## src/rtl/tmds_pkg.sv

```systemverilog
// tmds_pkg: TMDS control-token constants, aligner state and token lookup.
// Shared by tmds_word_decode and tmds_channel_decoder.
package tmds_pkg;

  localparam logic [9:0] TMDS_CTRL_00 = 10'h354;
  localparam logic [9:0] TMDS_CTRL_01 = 10'h0AB;
  localparam logic [9:0] TMDS_CTRL_10 = 10'h154;
  localparam logic [9:0] TMDS_CTRL_11 = 10'h2AB;

  typedef enum logic {
    SEARCH = 1'b0,
    LOCKED = 1'b1
  } align_state_t;

  // Returns {hit, ctrl[1:0]}
  function automatic logic [2:0] is_ctrl_token(
    input logic [9:0] word
  );
    logic [2:0] r;
    r = 3'b000;
    case (word)
      TMDS_CTRL_00: r = 3'b100;
      TMDS_CTRL_01: r = 3'b101;
      TMDS_CTRL_10: r = 3'b110;
      TMDS_CTRL_11: r = 3'b111;
      default:      r = 3'b000;
    endcase
    return r;
  endfunction

endpackage

```

## src/rtl/tmds_word_decode.sv

```systemverilog
// tmds_word_decode: combinational 10b->8b TMDS decode plus token detect.
// Ports: i_word aligned word; o_data byte; o_ctrl {C1,C0}; o_is_ctrl hit.
module tmds_word_decode
  import tmds_pkg::*;
(
  input  logic [9:0] i_word,
  output logic [7:0] o_data,
  output logic [1:0] o_ctrl,
  output logic       o_is_ctrl
);

  logic [7:0] w_q;
  logic [6:0] w_x;
  logic [2:0] w_tok;

  // Undo the optional inversion, then the XOR/XNOR chain.
  assign w_q    = i_word[9] ? ~i_word[7:0] : i_word[7:0];
  assign w_x    = w_q[7:1] ^ w_q[6:0];
  assign o_data = {i_word[8] ? w_x : ~w_x, w_q[0]};

  assign w_tok     = is_ctrl_token(i_word);
  assign o_is_ctrl = w_tok[2];
  assign o_ctrl    = w_tok[1:0];

endmodule

```

## src/rtl/tmds_channel_decoder.sv

```systemverilog
// tmds_channel_decoder: word-boundary search on control-token runs + decode.
// Ports: clk, reset_n, raw_word, realign in; video_data, ctrl, de,
//        locked, bit_offset out (all registered).
module tmds_channel_decoder
  import tmds_pkg::*;
#(
  parameter int LOCK_RUN       = 8,
  parameter int SEARCH_TIMEOUT = 4096,
  parameter int LOSS_TIMEOUT   = 8192
) (
  input  logic       clk,
  input  logic       reset_n,
  input  logic [9:0] raw_word,
  input  logic       realign,
  output logic [7:0] video_data,
  output logic [1:0] ctrl,
  output logic       de,
  output logic       locked,
  output logic [3:0] bit_offset
);

  localparam int RW = $clog2(LOCK_RUN + 1);
  localparam int TW = $clog2(LOSS_TIMEOUT + 1);

  align_state_t r_state, w_state_nx;

  logic [9:0]    r_prev;
  logic [9:0]    r_aligned;
  logic [3:0]    r_off, w_off_nx;
  logic [RW-1:0] r_run, w_run_nx, w_run_inc;
  logic [TW-1:0] r_tmo, w_tmo_nx;
  logic [7:0]    r_data;
  logic [1:0]    r_ctrl;
  logic          r_de, w_de_nx;

  logic [19:0] w_pair;
  logic [9:0]  w_window;
  logic [7:0]  w_dec;
  logic [1:0]  w_tctrl;
  logic        w_hit;
  logic        w_qual;
  logic        w_adv;

  // Older word sits in the low half: bit 0 is first on the wire.
  assign w_pair   = {raw_word, r_prev};
  assign w_window = w_pair[r_off +: 10];

  tmds_word_decode u_dec (
    .i_word    (r_aligned),
    .o_data    (w_dec),
    .o_ctrl    (w_tctrl),
    .o_is_ctrl (w_hit)
  );

  always_comb begin
    w_run_inc = (r_run == RW'(LOCK_RUN)) ? r_run
                                         : r_run + 1'b1;
    w_qual     = w_hit && (w_run_inc == RW'(LOCK_RUN));
    w_state_nx = r_state;
    w_adv      = 1'b0;
    w_run_nx   = w_hit ? w_run_inc : '0;
    w_tmo_nx   = (r_tmo == TW'(LOSS_TIMEOUT)) ? r_tmo
                                              : r_tmo + 1'b1;
    // realign wins over a run or a timeout in the same cycle
    if (realign) begin
      w_state_nx = SEARCH;
      w_adv      = 1'b1;
      w_run_nx   = '0;
      w_tmo_nx   = '0;
    end else if (w_qual) begin
      w_state_nx = LOCKED;
      w_tmo_nx   = '0;
    end else begin
      unique case (r_state)
        SEARCH: begin
          if (r_tmo == TW'(SEARCH_TIMEOUT - 1)) begin
            w_adv    = 1'b1;
            w_run_nx = '0;
            w_tmo_nx = '0;
          end
        end
        LOCKED: begin
          if (r_tmo == TW'(LOSS_TIMEOUT - 1)) begin
            w_state_nx = SEARCH;
            w_tmo_nx   = '0;
          end
        end
        default: ;
      endcase
    end
    w_off_nx = r_off;
    if (w_adv) begin
      w_off_nx = (r_off == 4'd9) ? 4'd0 : r_off + 4'd1;
    end
    w_de_nx = (w_state_nx == LOCKED) && !w_hit;
  end

  always_ff @(posedge clk or negedge reset_n) begin
    if (!reset_n) begin
      r_state   <= SEARCH;
      r_prev    <= '0;
      r_aligned <= '0;
      r_off     <= '0;
      r_run     <= '0;
      r_tmo     <= '0;
      r_data    <= '0;
      r_ctrl    <= '0;
      r_de      <= 1'b0;
    end else begin
      r_state   <= w_state_nx;
      r_prev    <= raw_word;
      r_aligned <= w_window;
      r_off     <= w_off_nx;
      r_run     <= w_run_nx;
      r_tmo     <= w_tmo_nx;
      r_de      <= w_de_nx;
      r_data    <= w_de_nx ? w_dec : '0;
      if (w_hit) begin
        r_ctrl <= w_tctrl;
      end
    end
  end

  assign video_data = r_data;
  assign ctrl       = r_ctrl;
  assign de         = r_de;
  assign locked     = (r_state == LOCKED);
  assign bit_offset = r_off;

endmodule

```

## config.mk

```make
export PLATFORM = sky130hd
export DESIGN_NAME = tmds_channel_decoder
export DESIGN_NICKNAME = d
export VERILOG_FILES = /design/src/rtl/tmds_pkg.sv /design/src/rtl/tmds_word_decode.sv /design/src/rtl/tmds_channel_decoder.sv
export SDC_FILE = /design/constraint.sdc
export NUM_CORES = 1
export LEC_CHECK = 0
export ABC_CLOCK_PERIOD_IN_PS = 2260
export CORE_AREA = 3 3 78 80
export DETAILED_ROUTE_END_ITERATION = 6
export DIE_AREA = 0 0 81 83
export GPL_ROUTABILITY_DRIVEN = 0
export PLACE_DENSITY_LB_ADDON = 0.15
export SLEW_MARGIN = 20
export SYNTH_ARGS = -nofsm -noshare
export SYNTH_HDL_FRONTEND = slang
export SYNTH_SLANG_ARGS = --single-unit
```

## constraint.sdc

```tcl
create_clock -name clk -period 2.26 [get_ports clk]
set_input_delay 0.452 -clock clk [delete_from_list [all_inputs] [get_ports clk]]
set_output_delay 0.452 -clock clk [all_outputs]
set_load 0.005 [all_outputs]
```

==> impl_metrics.ini <==
[worst_setup_path]
critPathKind = reg2reg
crit_arrival_ns = 2.28
r2r-end = bit_offset[1]
cp.required_ns = 2.44
ff2ff_path_depth = 8
cp-start-kind = flip-flop
cp_max_fo = 7
reg2reg_slack_ns = 0.17
cp-end-kind = flip-flop
r2r-start = r_run[0]

[synth]
synth_edf_count = 0
ys_ff_latch = 54
ys.flop_type = dfrtp_1
ys_types = 49
async_reset_ff_frac = 1.00
synth_area_um2 = 3060
ys_seq_area_frac = 0.442
yosys_warnings = 0
synth_cells = 282
syn-num-nets = 305
syn_avg_cell_area_um2 = 10.8

[sta]
finalSetupViolCount = 0
finalCriticalPeriod_ns = 2.09
fin_crit_sh = 0.926
maxSlewViolCount = 0
tns_ns = 0
max_freq_mhz = 478
slew_headroom = 0.597
tightest_slew_ns = 0.604
finalHoldViolations = 0
rsz0062_at_grt = no
skew_ns = 0.00956

[run]
max_cap_violations = 0

[grt]
grt_pass1_wl_mm = 9.92
grt_usage = 0.186
overflow = 0
grt_max_degree = 30
grt_pass1_vias = 2163
grt_antenna_before_repair = 0

[floorplan]
dieArea_um2 = 6720
ioPinCount = 29
core_area_um2 = 5470
die_w_um = 81
rows = 27
start_util = 0.559
die_height_um = 83

[routing]
routed_via_density = 5.49
vias = 2143
wl_mm = 5.69
wl_met2_mm = 2.73
drc_errors = 0
first_pass_iters = 4
maxUsedRoutingLayer = met4
post_drt_wl_per_cell_um = 14.6
wl_met3_um = 194
ant_nets = 0
wl_met1_mm = 2.68
drtIter0Drc = 112

[cells_and_area]
layout_commonest_cell = dfrtp_1
antenna_cells = 0
final_cell_mix = dfrtp_1 (53), nor2_1 (33), clkdlybuf4s50_1 (27)
finalInstanceArea_um2 = 3600
nets = 340
area_growth_pct = 17.8
fillers = 433
drive_above_1_share = 0.148

[power]
p_sw_uw = 1320
p_int_uw = 2420
cellPowerDensity_nw_per_um2 = 1040
peakVddDrop_uv = 575
p_leak_uw = 0.00158
clkPwrFrac = 0.172
power_frac_seq = 0.352
swShare = 0.354
p_comb_frac = 0.476

[clock_network]
clock-sinks = 54
insertion_delay_ns = 0.31
path_clk_slew_ns = 0.10
cts_buffers = 5
clk_path_buf_depth = 2
cts_hold_buf = 0
cts-root-buf = clkbuf_8
htreeDepth = 2
cts_tree = done

[place]
placed_cell_area_um2 = 3470
numPortBuffers = 28
hpwl_mm = 4.27

[run_status]
status = completed

[worst_hold_path]
holdCritPathClass = in2async
==> cell usage after synthesis, types with 2 or more instances <==
master | instances | area, um2
mux2i_1 | 12 | 120
xnor2_1 | 15 | 131
a31o_2 | 2 | 17.5
and3_1 | 5 | 31.3
dfrtp_1 | 54 | 1350
xor2_1 | 12 | 105
buf_2 | 3 | 15.0
nor3b_1 | 2 | 15.0
a31oi_1 | 2 | 12.5
buf_1 | 2 | 7.51
mux4_2 | 13 | 293
nor3_1 | 2 | 10.0
o21ai_0 | 5 | 25.0
nand4_1 | 4 | 25.0
nand2_1 | 20 | 75.1
and2_1 | 3 | 18.8
nand3_1 | 10 | 50.1
a211oi_1 | 5 | 37.5
a21oi_1 | 13 | 65.1
nor2b_1 | 3 | 18.8
nor4b_1 | 2 | 17.5
ha_1 | 10 | 125
nor4_1 | 2 | 12.5
clkbuf_1 | 5 | 18.8
inv_1 | 17 | 63.8
mux2_2 | 4 | 45.0
nor2_1 | 33 | 124
==> sequential cells by signal (all words and copies together), names as in the netlist <==
signal and count:
r_prev 10, locked 1, video_data 8, r_run 4, bit_offset 4, ctrl 2, r_aligned 10, r_tmo 14
de 1
==> per-stage QoR <==
| stage | instances | setup WS, ns | power [uW] | hold slack, ns | utilization |
|---|---|---|---|---|---|
| 6_report | 390 | 0.168 | 3740 | 0.137 | 0.658 |
| 5_1_grt | 390 | 0.0259 | 4020 | 0.176 | 0.658 |
| 4_1_cts | 389 | 0.0337 | 3770 | 0.155 | 0.655 |
| 3_5_place_dp | 381 | 0.0506 | 3110 | 0.470 | 0.634 |
| 3_3_place_gp | 381 | 0.149 | 3090 | 0.462 | 0.634 |
| 2_1_floorplan | 282 | 0.347 | 2630 | 0.156 | - |
==> what timing repair did <==
item | CTS | global route
resized for setup | 1 | 2
setup buffers | 0 | 1
endpoints found under the setup margin | 1 | 21
pin swaps | 0 | 1
endpoints found under the hold margin | 0 | 0
==> layout make-up <==
cell class                      count  area (um2)  share of cell area
Timing Repair Buffer               39         383               0.106
Clock inverter                      2        37.5              0.0104
Tap cell                           72        90.1              0.0250
Sequential cell                    54        1350               0.376
Clock buffer                        6        72.6              0.0202
Inverter                           17        63.8              0.0177
Multi-Input combinational cell    200        1600               0.445
==> worst max-delay path, cell delays in order, from the launching register on <==
cell       delay [ns]
dfrtp_1          0.46
inv_1            0.08
ha_1             0.18
nor4bb_2         0.40
a211oi_2         0.11
a2111oi_4        0.30
buf_4            0.20
a21oi_1          0.10
mux2i_1          0.13
==> how the worst max path moves through the flow <==
stage,startpoint,end,slack [ns],depth (start not counted)
6_report,r_run[0],bit_offset[1],0.17,8
3_5_place_dp,r_run[0],r_tmo[2],0.05,7
5_1_grt,r_run[0],bit_offset[3],0.03,8
2_1_floorplan,r_run[0],r_tmo[0],0.35,7
4_1_cts,r_run[0],r_tmo[1],0.03,7
3_3_place_gp,r_run[0],r_tmo[11],0.15,7
==> layer usage <==
metal / vias to the layer above / track usage
met5: - / 0
met4: 0 / 0.0553
met3: 7 / 0.0304
met2: 44 / 0.302
met1: 1029 / 0.254
li1: 1063 / -
==> cells by family (layout without fill, tap and decap cells) <==
family                     count (synthesis)  count (layout)  synth area share
adders and majority gates                 10              10            0.0409
and+or+nand+nor                           98              98             0.168
muxes                                     29              29             0.150
xor gates and xnor gates                  27              27            0.0773
AOI/OAI and AO/OA                         36              36            0.0839
DFF                                       54              54             0.442
buffers and inverters                     28              64            0.0381
==> power groups by stage <==
stage | combinational, uW | clock, uW | sequential (uW)
finish | 1780 | 644 | 1310
floorplan | 1380 | 0 | 1250
detailed placement | 1770 | 0 | 1340
CTS | 1790 | 660 | 1320
global placement | 1750 | 0 | 1330
global route | 1970 | 699 | 1350
No activity file was read; power rests on OpenSTA's default activity.
